**config.mk**
```make
export PLATFORM = sky130hd
export DESIGN_NAME = div_unit
export DESIGN_NICKNAME = d
export VERILOG_FILES = /design/src/rtl/div_unit.sv
export SDC_FILE = /design/constraint.sdc
export NUM_CORES = 1
export LEC_CHECK = 0
export ABC_AREA = 1
export BUFFER_PORTS_ARGS = -buffer_cell sky130_fd_sc_hd__buf_2
export CORE_MARGIN = 4
export CORE_UTILIZATION = 56
export CTS_BUF_LIST = sky130_fd_sc_hd__clkbuf_8
export CTS_CLUSTER_DIAMETER = 30
export DETAILED_ROUTE_END_ITERATION = 10
export MAX_ROUTING_LAYER = met4
export PLACE_DENSITY = 0.79
export SLEW_MARGIN = 0
export SYNTH_ARGS = -nofsm -noshare
export SYNTH_HDL_FRONTEND = slang
export SYNTH_SLANG_ARGS = --single-unit
```
**constraint.sdc**
```tcl
create_clock -name clk -period 2.15 [get_ports clk]
set_input_delay 0.3225 -clock clk [delete_from_list [all_inputs] [get_ports clk]]
set_output_delay 0.3225 -clock clk [all_outputs]
set_load 0.005 [all_outputs]
```
**src/rtl/div_unit.sv**
```systemverilog
// div_unit: multi-cycle radix-2 restoring divider for MIPS DIV/DIVU.
// Produces {remainder, quotient} 33 edges after acceptance. A zero divisor
// yields a zero result one edge after acceptance. Dropping start_i or
// raising annul_i aborts the operation, and no partial result is ever
// presented on result_o.
module div_unit #(
    parameter int unsigned DATA_W = 32
) (
    input  logic                  clk,
    input  logic                  rst,
    input  logic                  signed_div_i,
    input  logic [DATA_W-1:0]     opdata1_i,
    input  logic [DATA_W-1:0]     opdata2_i,
    input  logic                  start_i,
    input  logic                  annul_i,
    output logic [2*DATA_W-1:0]   result_o,
    output logic                  ready_o
);

    localparam int unsigned CNT_W = $clog2(DATA_W + 1);
    localparam logic [CNT_W-1:0] CNT_LAST = CNT_W'(DATA_W);

    typedef enum logic [1:0] {
        IDLE    = 2'b00,
        BY_ZERO = 2'b01,
        ON      = 2'b10,
        END     = 2'b11
    } state_t;

    state_t                state, state_n;
    logic [CNT_W-1:0]      cnt, cnt_n;
    // {partial remainder, dividend shift}. The 33rd remainder bit is always
    // zero between steps (remainder < divisor), so it is formed
    // combinationally inside the subtractor instead of being stored.
    logic [2*DATA_W-1:0]   work, work_n;
    logic [DATA_W-1:0]     divisor, divisor_n;
    logic                  sign_q, sign_q_n;
    logic                  sign_r, sign_r_n;
    logic [2*DATA_W-1:0]   result_n;
    logic                  ready_n;

    // Operand magnitudes and sign bookkeeping at acceptance.
    logic                  op1_neg, op2_neg;
    logic [DATA_W-1:0]     op1_mag, op2_mag;

    // One restoring step and the sign-corrected final result.
    logic [DATA_W:0]       minuend;
    logic [DATA_W:0]       diff;
    logic [2*DATA_W-1:0]   step_work;
    logic [DATA_W-1:0]     quo_raw, rem_raw;
    logic [DATA_W-1:0]     quo_fix, rem_fix;

    // Magnitudes of the incoming operands; a negative signed operand is
    // two's-complement negated, so 0x80000000 maps to its unsigned magnitude.
    always_comb begin
        op1_neg = signed_div_i & opdata1_i[DATA_W-1];
        op2_neg = signed_div_i & opdata2_i[DATA_W-1];
        op1_mag = op1_neg ? (~opdata1_i + 1'b1) : opdata1_i;
        op2_mag = op2_neg ? (~opdata2_i + 1'b1) : opdata2_i;
    end

    // Restoring step: shift the working register left, try the subtract in
    // DATA_W+1 bits, keep the difference and shift in 1 when non-negative.
    always_comb begin
        minuend   = work[2*DATA_W-1:DATA_W-1];
        diff      = minuend - {1'b0, divisor};
        step_work = diff[DATA_W]
                  ? {minuend[DATA_W-1:0], work[DATA_W-2:0], 1'b0}
                  : {diff[DATA_W-1:0],    work[DATA_W-2:0], 1'b1};
    end

    // Sign application: quotient takes sign1^sign2, remainder takes sign1.
    // Both flags are already cleared for unsigned operations.
    always_comb begin
        quo_raw = work[DATA_W-1:0];
        rem_raw = work[2*DATA_W-1:DATA_W];
        quo_fix = sign_q ? (~quo_raw + 1'b1) : quo_raw;
        rem_fix = sign_r ? (~rem_raw + 1'b1) : rem_raw;
    end

    // Next-state and next-output logic for the divider FSM.
    always_comb begin
        state_n   = state;
        cnt_n     = cnt;
        work_n    = work;
        divisor_n = divisor;
        sign_q_n  = sign_q;
        sign_r_n  = sign_r;
        result_n  = result_o;
        ready_n   = ready_o;

        unique case (state)
            IDLE: begin
                result_n = '0;
                ready_n  = 1'b0;
                cnt_n    = '0;
                if (start_i && !annul_i) begin
                    if (opdata2_i == '0) begin
                        state_n = BY_ZERO;
                    end else begin
                        state_n   = ON;
                        work_n    = {{DATA_W{1'b0}}, op1_mag};
                        divisor_n = op2_mag;
                        sign_q_n  = op1_neg ^ op2_neg;
                        sign_r_n  = op1_neg;
                    end
                end
            end

            BY_ZERO: begin
                if (annul_i || !start_i) begin
                    state_n  = IDLE;
                    ready_n  = 1'b0;
                    result_n = '0;
                end else begin
                    state_n  = END;
                    ready_n  = 1'b1;
                    result_n = '0;
                end
            end

            ON: begin
                if (annul_i || !start_i) begin
                    state_n  = IDLE;
                    ready_n  = 1'b0;
                    result_n = '0;
                    cnt_n    = '0;
                end else if (cnt == CNT_LAST) begin
                    state_n  = END;
                    ready_n  = 1'b1;
                    result_n = {rem_fix, quo_fix};
                end else begin
                    work_n = step_work;
                    cnt_n  = cnt + 1'b1;
                end
            end

            END: begin
                if (annul_i || !start_i) begin
                    state_n  = IDLE;
                    ready_n  = 1'b0;
                    result_n = '0;
                end
            end

            default: begin
                state_n  = IDLE;
                ready_n  = 1'b0;
                result_n = '0;
                cnt_n    = '0;
            end
        endcase
    end

    // State and datapath registers with synchronous active-high reset.
    always_ff @(posedge clk) begin
        if (rst) begin
            state    <= IDLE;
            cnt      <= '0;
            work     <= '0;
            divisor  <= '0;
            sign_q   <= 1'b0;
            sign_r   <= 1'b0;
            result_o <= '0;
            ready_o  <= 1'b0;
        end else begin
            state    <= state_n;
            cnt      <= cnt_n;
            work     <= work_n;
            divisor  <= divisor_n;
            sign_q   <= sign_q_n;
            sign_r   <= sign_r_n;
            result_o <= result_n;
            ready_o  <= ready_n;
        end
    end

endmodule

```
### Word-level counts from Yosys, hierarchy flattened

Index checks and enable logic that the tools add are counted.

* bits in registers: 171
* output and inout port bits: 65
* word-level logic and storage cells: 75

* add/subtract/negate cells: 6
* equality and inequality tests: 11
* mux-type cells: 29
* bitwise logic cells: 8
* reductions and logical operators: 13

Operators by type and width (count)
* $mux 64: 8
* $pmux 64 s3: 1
* $add 32x1->32 const B: 4
* $mux 32: 4
* $not 32->32: 4
* $pmux 64 s2: 1
* $sub 33x32->33: 1
* $logic_not 32->1: 1
* $mux 2: 6
* $mux 6: 2
* $pmux 6 s2: 1
* $ne 2x2->1 const B: 5
* $pmux 2 s4: 1
* $add 6x1->6 const B: 1
* $eq 6x6->1 const B: 1
* $ne 3x3->1 const B: 2
* $reduce_and 3->1: 2
* $reduce_and 5->1: 1
* $eq 2x2->1 const B: 2
* $mux 1: 4
* $pmux 1 s4: 1
* $reduce_and 2->1: 2
* $and 1x1->1: 2
* $eq 2x1->1 const B: 1
* 8 further kinds: 9

### Depth between registers and ports, before layout

Gate-level depths: netlist of run 1.

* depth after elaboration: 6
* mapped depth: 18
* mapped depth without buffers: 17

### Worst setup path before layout of run 1

Ideal clock, no wire load.

* kind: register to register
* start point: reg work[31]
* end point: reg work[51]
* arrival time: 2.075 ns
* required time: 2.012 ns
* setup slack: -0.063 ns
* cell stages (with the launch flop): 17
* path through: dfxtp_1 -> inv_1 -> ha_1 -> fa_1 -> inv_1 -> nand2_1 -> nand2_1 -> nand3_2 -> nand2_4 -> nand2_4 -> nand2_4 -> nand2_4 -> nand3_4 -> buf_2 -> nand3_1 -> nand3_1 -> a21oi_2

* word-level cells in the longest chain between the ends: 5

RTL lines
* start, declared: line 35 `logic [2*DATA_W-1:0] work, work_n;`
* start signal, assigned: line 169 `work <= work_n;`
* $sub 33x32->33: line 66 `diff = minuend - {1'b0, divisor};`
* $mux 64: line 68 `? {minuend[DATA_W-1:0], work[DATA_W-2:0], 1'b0}`
* $mux 64: line 128 `end else if (cnt == CNT_LAST) begin`
* $mux 64: line 123 `if (annul_i || !start_i) begin`
* $pmux 64 s2: line 92 `unique case (state)`

Every way passes these cells. The select of a mux whose other input is x is not followed.
A chain may end at the register's enable or synchronous reset.

### Final worst setup path of run 1

* start point: reg work[31]
* end point: reg work[50]

Same word-level chain as after synthesis.

==> flow_summary.ini, run 1 <==
[outcome]
status = finished with violations
violations = negative setup slack

[global_route]
grt_pass1_vias = 13800
track_usage = 0.344
grt_first_pass_wirelength_um = 70100
grt_max_degree = 107
antenna_found_initial = 0
overflow = 0

[synthesis]
ys_seq_elements = 171
synth_top_area_frac = 0.265
synthArstFlopShare = 0
synth_top_family_by_area = simple AND/OR/NAND/NOR gates
yosysWarnings = 0
yosys.area_share.simple = 0.375
synth-adder-area-share = 0.0423
synthCells = 2158
synth.distinct_cells = 51
synthMuxAreaShare = 0
synthTopCellsByArea = dfxtp_1 27%, nand2_1 19%, inv_1 8.4%
synth_edf_count = 0
syn_area_um2 = 12900
synth_compound_area_frac = 0.158
synthFlopType = dfxtp_1
synth_seq_area_share = 0.265
avgSynthCellArea_um2 = 5.98
synth_nets = 2270
yosysTopAreaCell = dfxtp_1
yosys.area_share.xor_xnor = 0.0434

[setup_path]
r2r_start = work[31]
endpoint_kind = flop
worstReg2RegEnd = work[50]
crit_path_max_fanout = 7
r2r.worst_path.cells = 17
crit_path_start_kind = flop
crit_path_start = work[31]
rrSetupSlack_ns = -0.13
arrival_ns = 2.68
criticalPathCategory = reg -> reg
worstPathRequired_ns = 2.56

[timing]
setup_viol = 33
slew_viol_final = 0
hold_viol_final = 0
fmax_ghz = 0.439
rsz0062_at_grt = true
tightest_slew_ns = 0.579
fin_crit_ns = 2.28
setup_ws_ns = -0.128
finalCritPeriodShare = 1.06
skew_ns = 0.0262
hold_ws_ns = 0.116
slew_headroom = 0.614

[worst_hold_path]
min_from = opdata2_i[21]
whs_endpoint = divisor[21]
hold_path_depth = 3
hold_class = in -> reg

[detailed_routing]
antenna_left = 0
routed-via-count = 15100
wl_per_cell_um = 17.0
drc = 0
drt-initial-drc-count = 1482
drt_wl_total_um = 45800
dr.pass1.iters = 8
vias_per_cell = 5.59

[finish]
antenna_cells = 0
seq_area_um2 = 3450
syn_to_final_growth_pct = 25.4
layout.cells.non_filler = 2692
drive_gt1_frac = 0.221
final_cell_mix = 613 x nand2_1, 279 x inv_1, 188 x a21oi_1
fill_cells = 2012
mostFrequentLayoutCell = nand2_1
final_net_count = 2506
design_area_um2 = 16200
multi_input_area_um2 = 8690

[die]
num_rows = 55
core_area_um2 = 22600
die_x_um = 160
die-height_um = 160
start_util = 0.570
die_area_um2 = 25500
pin_count = 134

[placed_design]
placed_cell_area_um2 = 14700
pre_cts_ws_ns = -0.139
routabilityCongestion = 1.02
dp_cells = 2635
io_buffers = 133
dp_hpwl_um = 34200

[clocking]
cts.clk_slew.worst_paths_ns = 0.12
clock_latency_ns = 0.49
cts.path.max_buffers = 2
htree_levels = 4
numCtsBuffers = 17
clock-root-buffer = clkbuf_8
cts_sinks = 171
cts_tree = yes

[power]
p_per_area_nw_per_um2 = 843
p_total_mw = 13.6
p_leak_nw = 8.03
irDropWorstVdd_v = 0.000626

[job]
maxCapViolations = 0
[cell usage after synthesis (5+ instances only)]
cell      instances
nand2_4           5
dfxtp_1         171
xor2_1           48
nor2_1          172
nand2_1         640
buf_2            28
or2_2            11
ha_1             42
clkbuf_1         39
o21ai_0         109
nor2_2            8
o21bai_1          5
a21oi_2          13
a211oi_1          6
nand3b_1          9
xnor2_1          16
a22oi_1           7
inv_2            11
inv_1           288
nand3_1         209
nor3_1           22
nand4_1          29
a21oi_1         201
[worst max path at each step]
stage	slack, ns	cells after the start	to
2_1_floorplan	0.006	18	work[51]
4_1_cts	-0.06	17	work[36]
3_5_place_dp	-0.14	17	work[39]
3_3_place_gp	-0.10	12	work[0]
5_1_grt	-0.22	17	work[59]
6_report	-0.13	17	work[50]
[where the power goes]
group / total [mW] / internal (mW) / switching, mW
sequential: 4.01 / 3.62 / 0.396
clock: 2.37 / 0.906 / 1.46
combinational: 7.25 / 2.66 / 4.60
[worst max-delay path, stage by stage, from the launching register on]
cell     delay, ns
dfxtp_2       0.35
inv_2         0.05
ha_4          0.15
fa_2          0.35
inv_2         0.08
nand2_2       0.05
nand2_2       0.08
nand3_2       0.08
nand2_4       0.09
nand2_4       0.05
nand2_4       0.06
nand2_4       0.07
nand2_4       0.11
nand2_8       0.13
buf_16        0.18
nand3_2       0.06
nand3_1       0.08
a21oi_1       0.18
[sequential cells by signal (all words and copies together) (netlist names)]
signal and cells:
sign_r 1, cnt 6, work 64, divisor 32, state 2, result_o 64, ready_o 1, sign_q 1
[through the flow]
step / TNS, ns / util
global route: -6.29 / 0.715
floorplan: 0 / -
detailed placement: -3.06 / 0.651
CTS: -1.21 / 0.687
finish: -2.75 / 0.715
global placement: -1.12 / 0.651
[cell type report]
cell class,instances,share of cell area
tap,285,0.0220
timing repair buffer,293,0.133
sequential,171,0.213
multi-input combinational,1609,0.537
clock inverter,14,0.00936
inverter,302,0.0701
clock buffer,18,0.0153
[routing by layer]
metal,global-route usage,share of wire,vias to the layer above
met4,0.164,0.057,0
met1,0.420,0.41,6841
li1,-,-,7402
met2,0.565,0.47,655
met5,-,0,-
met3,0.0465,0.064,155
[what timing repair did]
item / in CTS / in global routing
pin swaps: 19 / 47
hold buffers: 0 / 0
resized for setup: 57 / 113
gates cloned: 3 / 3
hold endpoints to repair: 0 / 0
setup endpoints to repair: 34 / 120
buffers inserted: 9 / 10
[logic make-up after synthesis]
group | count (synthesis)
flops | 171
compound gates | 373
buf+inv | 379
fa+ha+maj | 43
xor+xnor | 64
simple gates | 1128
(Power assumes the default switching activity.)
==> run 2: changes to the inputs <==
--- a/config.mk
+++ b/config.mk
@@ -8,12 +8,12 @@
 export ABC_AREA = 1
 export BUFFER_PORTS_ARGS = -buffer_cell sky130_fd_sc_hd__buf_2
 export CORE_MARGIN = 4
-export CORE_UTILIZATION = 56
+export CORE_UTILIZATION = 62
 export CTS_BUF_LIST = sky130_fd_sc_hd__clkbuf_8
 export CTS_CLUSTER_DIAMETER = 30
 export DETAILED_ROUTE_END_ITERATION = 10
 export MAX_ROUTING_LAYER = met4
-export PLACE_DENSITY = 0.79
+export PLACE_DENSITY = 0.83
 export SLEW_MARGIN = 0
 export SYNTH_ARGS = -nofsm -noshare
 export SYNTH_HDL_FRONTEND = slang
==> constraint.sdc (replaced) <==
create_clock -name clk -period 2.4 [get_ports clk]
set_input_delay 0.36 -clock clk [delete_from_list [all_inputs] [get_ports clk]]
set_output_delay 0.36 -clock clk [all_outputs]
set_load 0.005 [all_outputs]
==> run 2 against run 1 <==
Compared with the run above:
- the flow now finishes without violations
- largest cell class unchanged
- non-clock buffer count shrank 96
- highest routed layer unchanged
- combinational power down 22%
- via count is 1.7% lower
==> flow_summary.ini, run 2 (synthesis results as in run 1) <==
[outcome]
status = finished, final reports clean

[clocking]
cts.path.max_buffers = 2
cts_tree = yes
clock-root-buffer = clkbuf_8
htree_levels = 4
hold_buffers = 0
clock_latency_ns = 0.49
numCtsBuffers = 17
cts.clk_slew.worst_paths_ns = 0.10
cts_sinks = 171

[detailed_routing]
drc = 0
drt-initial-drc-count = 1699
routed-via-count = 14800
drt_wl_total_um = 43700
vias_per_cell = 5.73
antenna_left = 0
wl_per_cell_um = 16.9
dr.pass1.iters = 9

[timing]
finalCritPeriodShare = 0.993
slew_viol_final = 0
tightest_slew_ns = 0.736
fmax_ghz = 0.420
skew_ns = 0.0199
setup_viol = 0
fin_crit_ns = 2.38
hold_viol_final = 0
setup_ws_ns = 0.0166
hold_ws_ns = 0.164
slew_headroom = 0.505

[setup_path]
crit_path_max_fanout = 7
arrival_ns = 2.73
worstPathRequired_ns = 2.74
endpoint_kind = flop
criticalPathCategory = reg -> reg
crit_path_start_kind = flop

[placed_design]
pre_cts_ws_ns = -0.0365
dp_cells = 2532
io_buffers = 133
dp_hpwl_um = 33000
routabilityCongestion = 1.05
placed_cell_area_um2 = 14000

[power]
p_per_area_nw_per_um2 = 768
p_leak_nw = 7.37
irDropWorstVdd_v = 0.000606

[job]
maxCapViolations = 0

[die]
pin_count = 134
core_area_um2 = 20400
num_rows = 52
die_area_um2 = 23200
start_util = 0.634
die_x_um = 152
die-height_um = 152

[finish]
antenna_cells = 0
multi_input_area_um2 = 8320
final_cell_mix = 633 x nand2_1, 282 x inv_1, 206 x nand3_1
final_net_count = 2412
drive_gt1_frac = 0.153
layout.cells.non_filler = 2582
fill_cells = 1721
final_core_util = 0.735
syn_to_final_growth_pct = 16.0
mostFrequentLayoutCell = nand2_1
design_area_um2 = 15000
largestRegisters = result_o (64), work (64), divisor (32)
seq_area_um2 = 3440

[global_route]
track_usage = 0.357
grt_max_degree = 124
antenna_found_initial = 0
grt_pass1_vias = 13200
overflow = 0
grt_first_pass_wirelength_um = 66800

[worst_hold_path]
hold_class = in -> reg
run 2: per-stage QoR:
| step | total power [mW] | setup TNS [ns] |
|---|---|---|
| finish | 11.5 | 0 |
| global route | 12.2 | -0.616 |
| CTS | 11.1 | 0 |
| detailed placement | 8.89 | -0.261 |
| global placement | 8.77 | 0 |
| floorplan | 7.47 | 0 |
run 2: repair_timing:
item,in CTS,in global routing
gates resized for setup,3,65
pin swaps,1,11
setup buffers,0,13
setup endpoints to repair,32,33
cloned,1,5
run 2: final cells by class:
type | instances | area share
sequential | 171 | 0.230
inverter | 302 | 0.0757
timing repair buffer | 197 | 0.0882
multi-input combinational | 1611 | 0.556
clock buffer | 17 | 0.0156
clock inverter | 14 | 0.0124
tap | 270 | 0.0226
run 2: per-layer routing:
| metal | vias up | routed length (um) | global-route usage |
|---|---|---|---|
| li1 | 7204 | - | - |
| met1 | 6670 | 18100 | 0.465 |
| met2 | 787 | 20300 | 0.578 |
| met3 | 130 | 3570 | 0.0395 |
| met4 | 0 | 1730 | 0.127 |
| met5 | - | 0 | - |
run 2: worst max-delay path, stage by stage, from the launching register on:
cell and delay (ns):
dfxtp_1 0.49, ha_1 0.36, nand2_1 0.14, nor2_1 0.08
nand2_1 0.11, inv_1 0.09, a21oi_4 0.22, buf_12 0.14
nand2_8 0.07, nand2_8 0.13, clkbuf_16 0.17, nand3_2 0.07
nand3_1 0.11, a21oi_1 0.07
run 2: path summary, 6_finish.rpt:
check / to / start / slack [ns] / cells past startpoint
worst max-delay path: work[50] / work[59] / 0.02 / 13
worst min-delay path: divisor[1] / opdata2_i[1] / 0.16 / 3
worst max register to register: work[50] / work[59] / 0.02 / 13
worst min register to register: result_o[8] / result_o[8] / 0.46 / 2
run 2: report_power, final:
part           switching, mW  leakage (nW)  internal (mW)
logic                   3.83          5.77           1.80
registers              0.407          1.40           3.23
clock network           1.19         0.207           1.05
total                   5.42          7.37           6.08
